File: config.mk
export PLATFORM = sky130hd
export DESIGN_NAME = decompressor_stream_parser
export DESIGN_NICKNAME = d
export VERILOG_FILES = /design/src/rtl/decompressor_stream_parser.sv
export SDC_FILE = /design/constraint.sdc
export NUM_CORES = 1
export LEC_CHECK = 0
export ABC_AREA = 1
export CAP_MARGIN = 20
export CORE_ASPECT_RATIO = 0.5
export CORE_MARGIN = 10
export CORE_UTILIZATION = 62
export DETAILED_ROUTE_END_ITERATION = 6
export DONT_BUFFER_PORTS = 1
export GPL_ROUTABILITY_DRIVEN = 0
export PLACE_DENSITY = 0.78
export SLEW_MARGIN = 30
export SYNTH_ARGS = -nofsm -noshare
export SYNTH_HDL_FRONTEND = slang
export SYNTH_SLANG_ARGS = --single-unit
File: constraint.sdc
create_clock -name clock -period 2.3 [get_ports clock]
set_clock_uncertainty 0.2 [all_clocks]
set_input_delay 0.46 -clock clock [delete_from_list [all_inputs] [get_ports clock]]
set_output_delay 0.46 -clock clock [all_outputs]
set_load 0.03 [all_outputs]
File: src/rtl/decompressor_stream_parser.sv
// Splits an LZRW1 compressed byte stream into literal/copy items for decompressor_top.
// At most one byte is taken per cycle; each item is held on data_in until the decompressor takes it.
module decompressor_stream_parser #(
  parameter int CONTROL_BITS = 8
) (
  input  logic        clock,
  input  logic        reset,
  input  logic [7:0]  byte_in,
  input  logic        byte_in_valid,
  input  logic        byte_in_last,
  output logic        byte_in_ready,
  output logic [15:0] data_in,
  output logic        control_word_in,
  output logic        data_in_valid,
  input  logic        decompressor_busy,
  output logic        stream_done,
  output logic        format_error
);
  localparam int CNT_W = $clog2(CONTROL_BITS + 1);

  typedef enum logic [2:0] {
    S_CTRL,
    S_FIRST,
    S_SECOND,
    S_EMIT,
    S_DONE,
    S_ERROR
  } state_t;

  state_t                  r_state;
  state_t                  w_nextState;
  logic [CONTROL_BITS-1:0] r_ctrl;
  logic [CNT_W-1:0]        r_cnt;
  logic [7:0]              r_held;
  logic [15:0]             r_data;
  logic                    r_cw;
  logic                    r_itemLast;
  logic                    r_err;
  logic                    w_inputState;
  logic                    w_byteFire;
  logic                    w_itemFire;
  logic                    w_flag;
  logic [15:0]             w_copyWord;

  // Ready is forced low while reset is held so nothing is taken during reset.
  assign w_inputState  = (r_state == S_CTRL) || (r_state == S_FIRST) || (r_state == S_SECOND);
  assign byte_in_ready = w_inputState && !reset;
  assign w_byteFire    = byte_in_valid && byte_in_ready;
  assign data_in_valid = (r_state == S_EMIT);
  assign w_itemFire    = data_in_valid && !decompressor_busy;
  assign stream_done   = (r_state == S_DONE);
  assign format_error  = r_err;
  assign data_in       = r_data;
  assign control_word_in = r_cw;
  assign w_flag        = r_ctrl[CONTROL_BITS-1];
  assign w_copyWord    = {r_held, byte_in};

  always_ff @(posedge clock) begin
    if (reset) r_state <= S_CTRL;
    else       r_state <= w_nextState;
  end

  always_comb begin
    w_nextState = r_state;
    case (r_state)
      S_CTRL: begin
        if (w_byteFire) w_nextState = byte_in_last ? S_DONE : S_FIRST;
      end
      S_FIRST: begin
        if (w_byteFire) begin
          if (!w_flag)           w_nextState = S_EMIT;
          else if (byte_in_last) w_nextState = S_ERROR;
          else                   w_nextState = S_SECOND;
        end
      end
      S_SECOND: begin
        if (w_byteFire) w_nextState = (w_copyWord == 16'h0000) ? S_ERROR : S_EMIT;
      end
      S_EMIT: begin
        if (w_itemFire) begin
          if (r_itemLast)                 w_nextState = S_DONE;
          else if (r_cnt == CNT_W'(1))    w_nextState = S_CTRL;
          else                            w_nextState = S_FIRST;
        end
      end
      S_DONE:  w_nextState = S_CTRL;
      S_ERROR: w_nextState = S_ERROR;
      default: w_nextState = S_CTRL;
    endcase
  end

  // The item's last flag is captured with its final byte so S_EMIT knows where the stream ends.
  always_ff @(posedge clock) begin
    if (reset) begin
      r_ctrl     <= '0;
      r_cnt      <= '0;
      r_held     <= 8'h00;
      r_data     <= 16'h0000;
      r_cw       <= 1'b0;
      r_itemLast <= 1'b0;
      r_err      <= 1'b0;
    end else begin
      case (r_state)
        S_CTRL: begin
          if (w_byteFire) begin
            r_ctrl <= byte_in[7 -: CONTROL_BITS];
            r_cnt  <= CNT_W'(CONTROL_BITS);
          end
        end
        S_FIRST: begin
          if (w_byteFire) begin
            if (!w_flag) begin
              r_data     <= {8'h00, byte_in};
              r_cw       <= 1'b0;
              r_itemLast <= byte_in_last;
            end else if (byte_in_last) begin
              r_err <= 1'b1;
            end else begin
              r_held <= byte_in;
            end
          end
        end
        S_SECOND: begin
          if (w_byteFire) begin
            r_data     <= w_copyWord;
            r_cw       <= 1'b1;
            r_itemLast <= byte_in_last;
            if (w_copyWord == 16'h0000) r_err <= 1'b1;
          end
        end
        S_EMIT: begin
          if (w_itemFire) begin
            r_ctrl <= r_ctrl << 1;
            r_cnt  <= r_cnt - CNT_W'(1);
          end
        end
        S_DONE: begin
          r_ctrl <= '0;
          r_cnt  <= '0;
        end
        default: begin
        end
      endcase
    end
  end

endmodule

==> metrics.md <==
| Metric | Value |
|---|---|
| Endpoint class of the critical path | output pin |
| #FFs+latches synth | between 40 and 50 |
| TritonCTS clock tree | built |
| IR drop worst, VDD | 618 uV |
| Most frequent cells in the layout | nand2_1, dfxtp_1, inv_1 |
| Root Driver | clkbuf_8 |
| Distinct cells, synth | 27 |
| CP delay by family, top | flip-flops |
| Final setup fails | 0 |
| DR vias/cell | 5.40 |
| FF-to-FF setup slack | about 0.33 ns |
| Final worst-path cycle share | 0.860 |
| Top-area cell type share of the netlist area | 0.409 |
| RSZ-0062 raised after global routing | no |
| Mapped Cells | just under 300 |
| Worst path slowest cell | dfxtp_1 |
| Largest net degree at the start of global routing | 44 |
| Cts bufs inserted | 5 |
| Worst r2r src | r_state[1] |
| Syn. warnings | 0 |
| Grt total ovfl | 0 |
| Total Wirelength | around 4.7 mm |
| GR Util All Layers | 0.153 |
| P&R area growth vs syn | 5.23% |
| Final Slew Violations | 0 |
| Pwr dens | 1050 nW/um^2 |
| Syn_area_per_cell | 6.98 sq um |
| Chip height | approximately 60 um |
| Max H-tree Level | 2 |
| Drt first pass iters | 4 |
| Async set-reset flop share out of synthesis | 0 |
| Layout cells sized above 1 | 0.0952 |
| Hpwl dp | 3.45 mm |
| Max cap viols | 0 |
| CP Class | reg -> out |
| Crit Path Max Fanout | 8 |
| Number of global-route vias before repair | 1644 |
| Core Rows | 14 |
| Fmax | 506 MHz |
| Utilization after layout | 0.703 |
| Min-Delay Path Class | in -> reg |
| Worst reg2reg path depth | 7 |
| Clock Path Buffers | 2 |
| Cts hold-fix bufs | 0 |
| Worst Path Buf+Inv | 1 |
| Post-cts gate resize count | 0 |
| Nets | ~310 |
| Syn_nets | 310 |
| Core Region | 3080 sq um |
| Post-synth EDFFs | 0 |
| Clk_lat worst skew | ~0.30 ns |
| Main combinational cell family by area after synthesis | simple AND/OR/NAND/NOR gates |
| Synth Cell Area | between 2000 and 2500 sq um |
| Stages on worst setup path | 2 |
| Fin Setup TNS | 0 ns |
| Worst Path Arrival | 1.32 ns |
| Port Buffers | 0 |
| Sequential fraction of the synthesis area | 0.409 |
| Ports | 34 |
| Synth Area in Compound Gates | 0.116 |
| Hold Path Depth | 1 |
| Synth Flop Type | dfxtp_1 |
| CP startpoint kind | register |
| Initial core utilization | 0.668 |
| # DRC | 0 |
| CTS sink cnt | 42 |
| CP max stage delay | 0.50 ns |
| Worst-path cell chain | nand3_1 > inv_2 |
| Critical R2R Capture | r_cnt[3] |
| CP required | ~1.6 ns |
| Largest area contributor in the netlist | dfxtp_1 |
| Worst-Margin Slew | approximately 0.38 ns |
| Setup Buffers After CTS | 0 |
| Antenna violations before repair | 0 |
| Placed instance count | 326 |
| Post-synthesis mux area share | 0 |
| Non-Filler Instances | 334 |
| Clk slew on worst S/H paths | 0.08 ns |
| Initial DRC count | between 80 and 90 |
| Post-route ant nets | 0 |
| Die area | 6160 sq um |
| Final Critical Period | 1.98 ns |
| Pleak | between 0.8 and 0.9 nW |
| Vias | 1802 |
| Outcome | complete, no violations |
| Count of final hold-check violations | 0 |
| Ant. Diodes | 0 |
| Adder-cell share of the synthesized area | 0.0122 |
| WL/cell | between 10 and 15 um |
| Leading post-synthesis cells by cell area | dfxtp_1, nand2_1, a21oi_1 |
| Synth Area in Simple Gates | 0.354 |
| Fill count | 264 |
| First-pass GRT wire length | 7.59 mm |
| Hold Crit Start | reset |
| Slew headroom | 0.746 |
| Die Wd | about 100 um |
| Worst Hold Path EP | data_in[6] |
| Worst hold margin | 0.0192 ns |
| Post-Synth XOR/XNOR Area | 0.00426 |
| Commonest non-fill, non-tap cell in the layout | nand2_1 |
[metrics by stage]
stage	worst slack (ns)	power [W]	cell area (sq um)
2_1_floorplan	0.492	0.00159	2060
3_3_place_gp	0.464	0.00167	2060
3_5_place_dp	0.375	0.00170	2060
4_1_cts	0.338	0.00228	2170
5_1_grt	0.136	0.00243	2170
6_report	0.322	0.00228	2170
[metal layers]
metal,routed length (um),track usage,share of wire,vias up
met1,2220,0.189,0.47,812
li1,-,-,-,934
met4,75,0.0750,0.016,0
met5,0,0,0,-
met3,291,0.0499,0.062,10
met2,2130,0.239,0.45,46
[final cells by class]
| type | instances | area (sq um) | share of cell area |
|---|---|---|---|
| inverter | 38 | 148 | 0.0682 |
| multi-input combinational | 204 | 1000 | 0.463 |
| clock inverter | 2 | 37.5 | 0.0173 |
| sequential | 42 | 841 | 0.388 |
| clock buffer | 6 | 72.6 | 0.0335 |
| tap | 40 | 50.0 | 0.0231 |
| timing repair buffer | 2 | 15.0 | 0.00693 |
[cells in the mapped netlist (2+ instances only)]
master    instances
inv_2             3
nor2_1           23
buf_2             3
nand4_1          12
buf_6             3
ha_1              2
inv_1            34
nor3_1            4
o21ai_0          10
dfxtp_1          42
nand2_1          91
nand3_1          11
clkbuf_1          5
a21oi_1          33
nor3_2            5
nand2_2           3
[cells by family after synthesis]
group           count (synthesis)
compound gates                 45
xor+xnor                        1
fa+ha+maj                       2
buf+inv                        49
flops                          42
simple gates                  156
[power by group]
part | internal [W] | switching, W | total [W] | leakage, nW
Clock | 0.000324 | 0.000263 | 0.000587 | 0.0514
Sequential | 0.000818 | 0.0000889 | 0.000907 | 0.341
Combinational | 0.000250 | 0.000537 | 0.000787 | 0.501
[state kept, by name (all words and copies together) (netlist names)]
register,flops
format_error,1
r_state,3
r_held,8
control_word_in,1
r_ctrl,8
r_itemLast,1
r_cnt,4
data_in,16
[how the worst max path moves through the flow]
| stage | start | end | slack, ns |
|---|---|---|---|
| 6_report | r_state[1] | data_in_valid | 0.32 |
| 5_1_grt | r_state[1] | r_cnt[2] | 0.14 |
| 4_1_cts | r_state[1] | data_in_valid | 0.34 |
| 3_5_place_dp | r_state[1] | r_ctrl[7] | 0.38 |
| 3_3_place_gp | r_state[1] | r_ctrl[5] | 0.46 |
| 2_1_floorplan | reset | control_word_in | 0.49 |
No activity file was read; power rests on OpenSTA's default activity.
